<file path="config.mk">
export PLATFORM = sky130hd
export DESIGN_NAME = vc_input_buffer
export DESIGN_NICKNAME = d
export VERILOG_FILES = /design/src/rtl/vc_input_buffer.sv
export SDC_FILE = /design/constraint.sdc
export NUM_CORES = 1
export LEC_CHECK = 0
export CORE_ASPECT_RATIO = 0.8
export CORE_MARGIN = 2
export CORE_UTILIZATION = 49
export DETAILED_ROUTE_END_ITERATION = 10
export GPL_TIMING_DRIVEN = 0
export PLACE_DENSITY = 0.69
export SYNTH_ARGS = -nofsm -noshare
export SYNTH_HDL_FRONTEND = slang
export SYNTH_SLANG_ARGS = --single-unit
</file>
<file path="constraint.sdc">
create_clock -name clk -period 2.8 [get_ports clk]
set_input_delay 0.56 -clock clk [delete_from_list [all_inputs] [get_ports clk]]
set_output_delay 0.56 -clock clk [all_outputs]
set_load 0.1 [all_outputs]
</file>
<file path="src/rtl/vc_input_buffer.sv">
// rtl/vc_input_buffer.sv - per-port virtual channel input buffer feeding a request/grant arbiter
// One FIFO and one downstream credit counter per VC; the granted VC pops into a registered output stage.
module vc_input_buffer #(
  parameter int NUM_VCS      = 4,
  parameter int BUF_DEPTH    = 4,
  parameter int FLIT_WIDTH   = 32,
  parameter int CREDIT_DEPTH = 4,
  localparam int VCW = (NUM_VCS > 1) ? $clog2(NUM_VCS) : 1
) (
  input  logic                  clk,
  input  logic                  reset,
  input  logic                  in_valid,
  input  logic [VCW-1:0]        in_vc,
  input  logic [FLIT_WIDTH-1:0] in_flit,
  input  logic [NUM_VCS-1:0]    credit_in,
  output logic [NUM_VCS-1:0]    requests,
  input  logic [NUM_VCS-1:0]    grants,
  output logic                  out_valid,
  output logic [VCW-1:0]        out_vc,
  output logic [FLIT_WIDTH-1:0] out_flit,
  output logic [NUM_VCS-1:0]    credit_out,
  output logic                  overflow
);

  localparam int PW = $clog2(BUF_DEPTH) + 1;
  localparam int AW = PW - 1;
  localparam int CW = $clog2(CREDIT_DEPTH + 1);

  logic [FLIT_WIDTH-1:0] mem [NUM_VCS][BUF_DEPTH];
  logic [PW-1:0]         wr_ptr [NUM_VCS];
  logic [PW-1:0]         rd_ptr [NUM_VCS];
  logic [CW-1:0]         credit_cnt [NUM_VCS];

  logic [NUM_VCS-1:0]    empty, full, wr_sel, serve;
  logic                  serve_any;
  logic [VCW-1:0]        serve_vc;
  logic [FLIT_WIDTH-1:0] head;

  always_comb begin
    empty    = '0;
    full     = '0;
    wr_sel   = '0;
    requests = '0;
    for (int v = 0; v < NUM_VCS; v++) begin
      empty[v]    = (wr_ptr[v] == rd_ptr[v]);
      full[v]     = (wr_ptr[v][PW-1] != rd_ptr[v][PW-1]) &&
                    (wr_ptr[v][AW-1:0] == rd_ptr[v][AW-1:0]);
      wr_sel[v]   = in_valid && (in_vc == VCW'(v));
      requests[v] = !empty[v] && (credit_cnt[v] != '0);
    end
  end

  // Descending scan so the lowest-index requesting VC wins a multi-hot grant.
  always_comb begin
    serve_any = 1'b0;
    serve_vc  = '0;
    for (int v = NUM_VCS - 1; v >= 0; v--) begin
      if (grants[v] && requests[v]) begin
        serve_any = 1'b1;
        serve_vc  = VCW'(v);
      end
    end
    serve = serve_any ? (NUM_VCS'(1) << serve_vc) : '0;
    head  = mem[serve_vc][rd_ptr[serve_vc][AW-1:0]];
  end

  always_ff @(posedge clk) begin
    for (int v = 0; v < NUM_VCS; v++) begin
      if (wr_sel[v] && !full[v]) mem[v][wr_ptr[v][AW-1:0]] <= in_flit;
    end
  end

  always_ff @(posedge clk or negedge reset) begin
    if (!reset) begin
      for (int v = 0; v < NUM_VCS; v++) begin
        wr_ptr[v]     <= '0;
        rd_ptr[v]     <= '0;
        credit_cnt[v] <= CW'(CREDIT_DEPTH);
      end
      out_valid  <= 1'b0;
      out_vc     <= '0;
      out_flit   <= '0;
      credit_out <= '0;
      overflow   <= 1'b0;
    end else begin
      for (int v = 0; v < NUM_VCS; v++) begin
        // full is the registered view, so a same-cycle pop does not make room.
        if (wr_sel[v] && !full[v]) wr_ptr[v] <= wr_ptr[v] + PW'(1);
        if (wr_sel[v] && full[v])  overflow  <= 1'b1;
        if (serve[v])              rd_ptr[v] <= rd_ptr[v] + PW'(1);
        case ({serve[v], credit_in[v]})
          2'b10:   credit_cnt[v] <= credit_cnt[v] - CW'(1);
          2'b01:   if (credit_cnt[v] != CW'(CREDIT_DEPTH)) credit_cnt[v] <= credit_cnt[v] + CW'(1);
          default: credit_cnt[v] <= credit_cnt[v];
        endcase
      end
      out_valid  <= serve_any;
      credit_out <= serve;
      if (serve_any) begin
        out_vc   <= serve_vc;
        out_flit <= head;
      end
    end
  end

endmodule

</file>
==> out/metrics.yaml <==
synth.top_cell.area_share_pct: 64.1
io_pins: 89
violations: "negative setup slack"
num_rows: 72
cts_tree: "built"
grtUsageTotal_pct: 26.3
grt_pass1_vias: 16200
clock_sinks: 588
numCtsBuffers: 56
arrival_ns: 3.70
yosysUniqueCellTypes: 55
vias_per_cell: 6.06
outcome: "complete, but fails checks"
cp_max_fo: 10
routed_wl_mm: 68.1
hpwl_mm: 42.7
avgSynthCellArea_um2: 13.1
path_class: "reg -> reg"
fin_nets: 2135
slew_headroom_pct: 33.3
dieHeight_um: 202
rsz0062_at_grt: "yes"
maxSlewViolCount: 0
worstSetupStartpointType: "flip-flop"
synth_area_leader_cell: "edfxtp_1"
postRouteAntennaNets: 0
firstDrtPassIters: 6
layout-drive-gt1-share_pct: 18.5
endpoint_kind: "flip-flop"
wire_per_inst_um: 24.8
setup-tns-final_ns: -7.55
syn-cell-area_mm2: 0.0240
finalSetupViolations: 35
syn_nets: 1901
vias: 16600
fillCellCount: 3540
yosysMostFrequentCell: "edfxtp_1"
synth_cells: 1832
async_flop_share_pct: 12.9
r2r_slack_ns: -0.37
synth_edf_count: 512
fin_crit_sh_pct: 113
area_growth_pct: 23.5
ys_warn_count: 0
fin_skew_ns: 0.0367
portBuffers: 88
clkTransAtPathRegs_ns: 0.07
worstSkewPairLatency_ns: 0.64
crit_required_ns: 3.32
layout_setup_ws_ns: -0.372
synthTopCellsByArea: "edfxtp_1 64%, dfrtp_1 7.5%, nand2_1 5.1%, a21oi_1 4.0%, nor4_1 1.6%"
stdcell_area_mm2: 0.0296
min_period_ns: 3.17
pre_cts_ws_ns: -1.44
grt_max_degree: 40
gp_congestion: 0.843
ys_top_cells_by_count: "512 x edfxtp_1, 323 x nand2_1, 194 x a21oi_1"
grt_overflow: 0
tightest_slew_ns: 0.998
drc: 0
drt-initial-drc-count: 2283
core_area_mm2: 0.0484
antenna_found_initial: 0
finalHoldViolCount: 0
cts.htree.levels: 2
dpl_cell_area_mm2: 0.0260
drv_cap: 0
ys.flop_type: "edfxtp_1"
n_antenna_cell: 0
worstHoldPathType: "reg -> reg"
die_w_um: 251
grt_pass1_wl_mm: 99.6
initial_utilization_pct: 49.6
dieArea_mm2: 0.0507
ys_seq_elements: 588
max_freq_ghz: 0.315
synth_seq_area_share_pct: 72.1
root_buffer: "clkbuf_16"
cts_buffer_depth: 3
==> repair_timing <==
action | 4_1_cts | 5_1_grt
pin swaps | 48 | 37
gates cloned | 4 | 1
endpoints found under the setup margin | 99 | 191
hold buffers | 1 | 0
setup buffers | 42 | 27
hold endpoints to repair | 35 | 0
gates resized for setup | 197 | 126
==> layout make-up <==
class	count	area (um2)	share of cell area [%]
clock inverter	20	203	0.685
buffer	110	842	2.84
tap	629	787	2.66
multi-input combinational	1111	6820	23.0
timing repair buffer	177	1950	6.58
sequential	588	17300	58.4
inverter	22	87.6	0.296
clock buffer	86	1610	5.45
==> metrics by stage <==
stage          std cells  hold slack, ns  util (%)
6_report            2743           0.467      61.2
5_1_grt             2743           0.499      61.2
4_1_cts             2717           0.472      59.9
3_5_place_dp        2564           0.456      53.8
3_3_place_gp        2549           0.453      53.1
2_1_floorplan       1832           0.264         -
==> flip-flops by register name, indices dropped and copies added, names as in the netlist <==
| name | count |
|---|---|
| rd_ptr | 12 |
| out_vc | 2 |
| overflow | 1 |
| credit_out | 4 |
| wr_ptr | 12 |
| mem | 512 |
| credit_cnt | 12 |
| out_valid | 1 |
| out_flit | 32 |
==> path summary, 6_finish.rpt <==
| check | startpoint | end | cells past startpoint |
|---|---|---|---|
| setup / recovery | wr_ptr[5] | out_flit[0] | 9 |
| hold / removal | overflow | overflow | 1 |
| setup reg to reg | wr_ptr[5] | out_flit[0] | 9 |
| hold reg to reg | overflow | overflow | 1 |
| max in group asynchronous | reset | credit_cnt[5] | 3 |
| min in group asynchronous | reset | rd_ptr[11] | 2 |
==> metal layers <==
metal	routed length, um	global-route usage, %
met1	28100	37.4
met2	31200	40.4
met3	6920	6.40
met4	1850	7.67
met5	0	0
==> worst max-delay path: stages, from the launching register on <==
cell      delay [ns]
dfrtp_2         0.47
xor2_2          0.22
o31ai_4         0.38
buf_4           0.24
nand4_1         0.17
buf_4           0.24
o221ai_2        0.52
clkbuf_4        0.45
nor4_1          0.11
nor3_1          0.24
==> cells in the final DEF, fill, tap and decap left out, drive strengths merged, types with 5 or more instances in the layout <==
| cell type | instances |
|---|---|
| edfxtp | 512 |
| nand2 | 323 |
| a21oi | 194 |
| clkbuf | 156 |
| buf | 130 |
| nor2 | 97 |
| o21ai | 85 |
| clkdlybuf4s50 | 82 |
| dfrtp | 72 |
| nor4 | 60 |
| mux2i | 36 |
| nand4 | 34 |
| nor3 | 34 |
| a31oi | 33 |
| o22ai | 33 |
| a21boi | 28 |
| inv | 24 |
| ha | 20 |
| xnor2 | 19 |
| and2 | 16 |
| xor2 | 15 |
| clkinv | 14 |
| a221oi | 10 |
| o31a | 8 |
| nand3 | 7 |
| nor2b | 5 |
| o31ai | 5 |
==> logic make-up after synthesis <==
family / Yosys count / share of synthesized area (%)
XOR/XNOR: 34 / 1.24
AND/OR/NAND/NOR: 591 / 10.9
flip-flops: 588 / 72.1
multiplexers: 37 / 1.60
AO/OA/AOI/OAI: 425 / 10.4
buffers and inverters: 133 / 2.44
adder cells (fa/ha/maj): 24 / 1.38
Power is not shown: default switching activity piles up to over one toggle a cycle in this logic, so the estimate is an artifact.
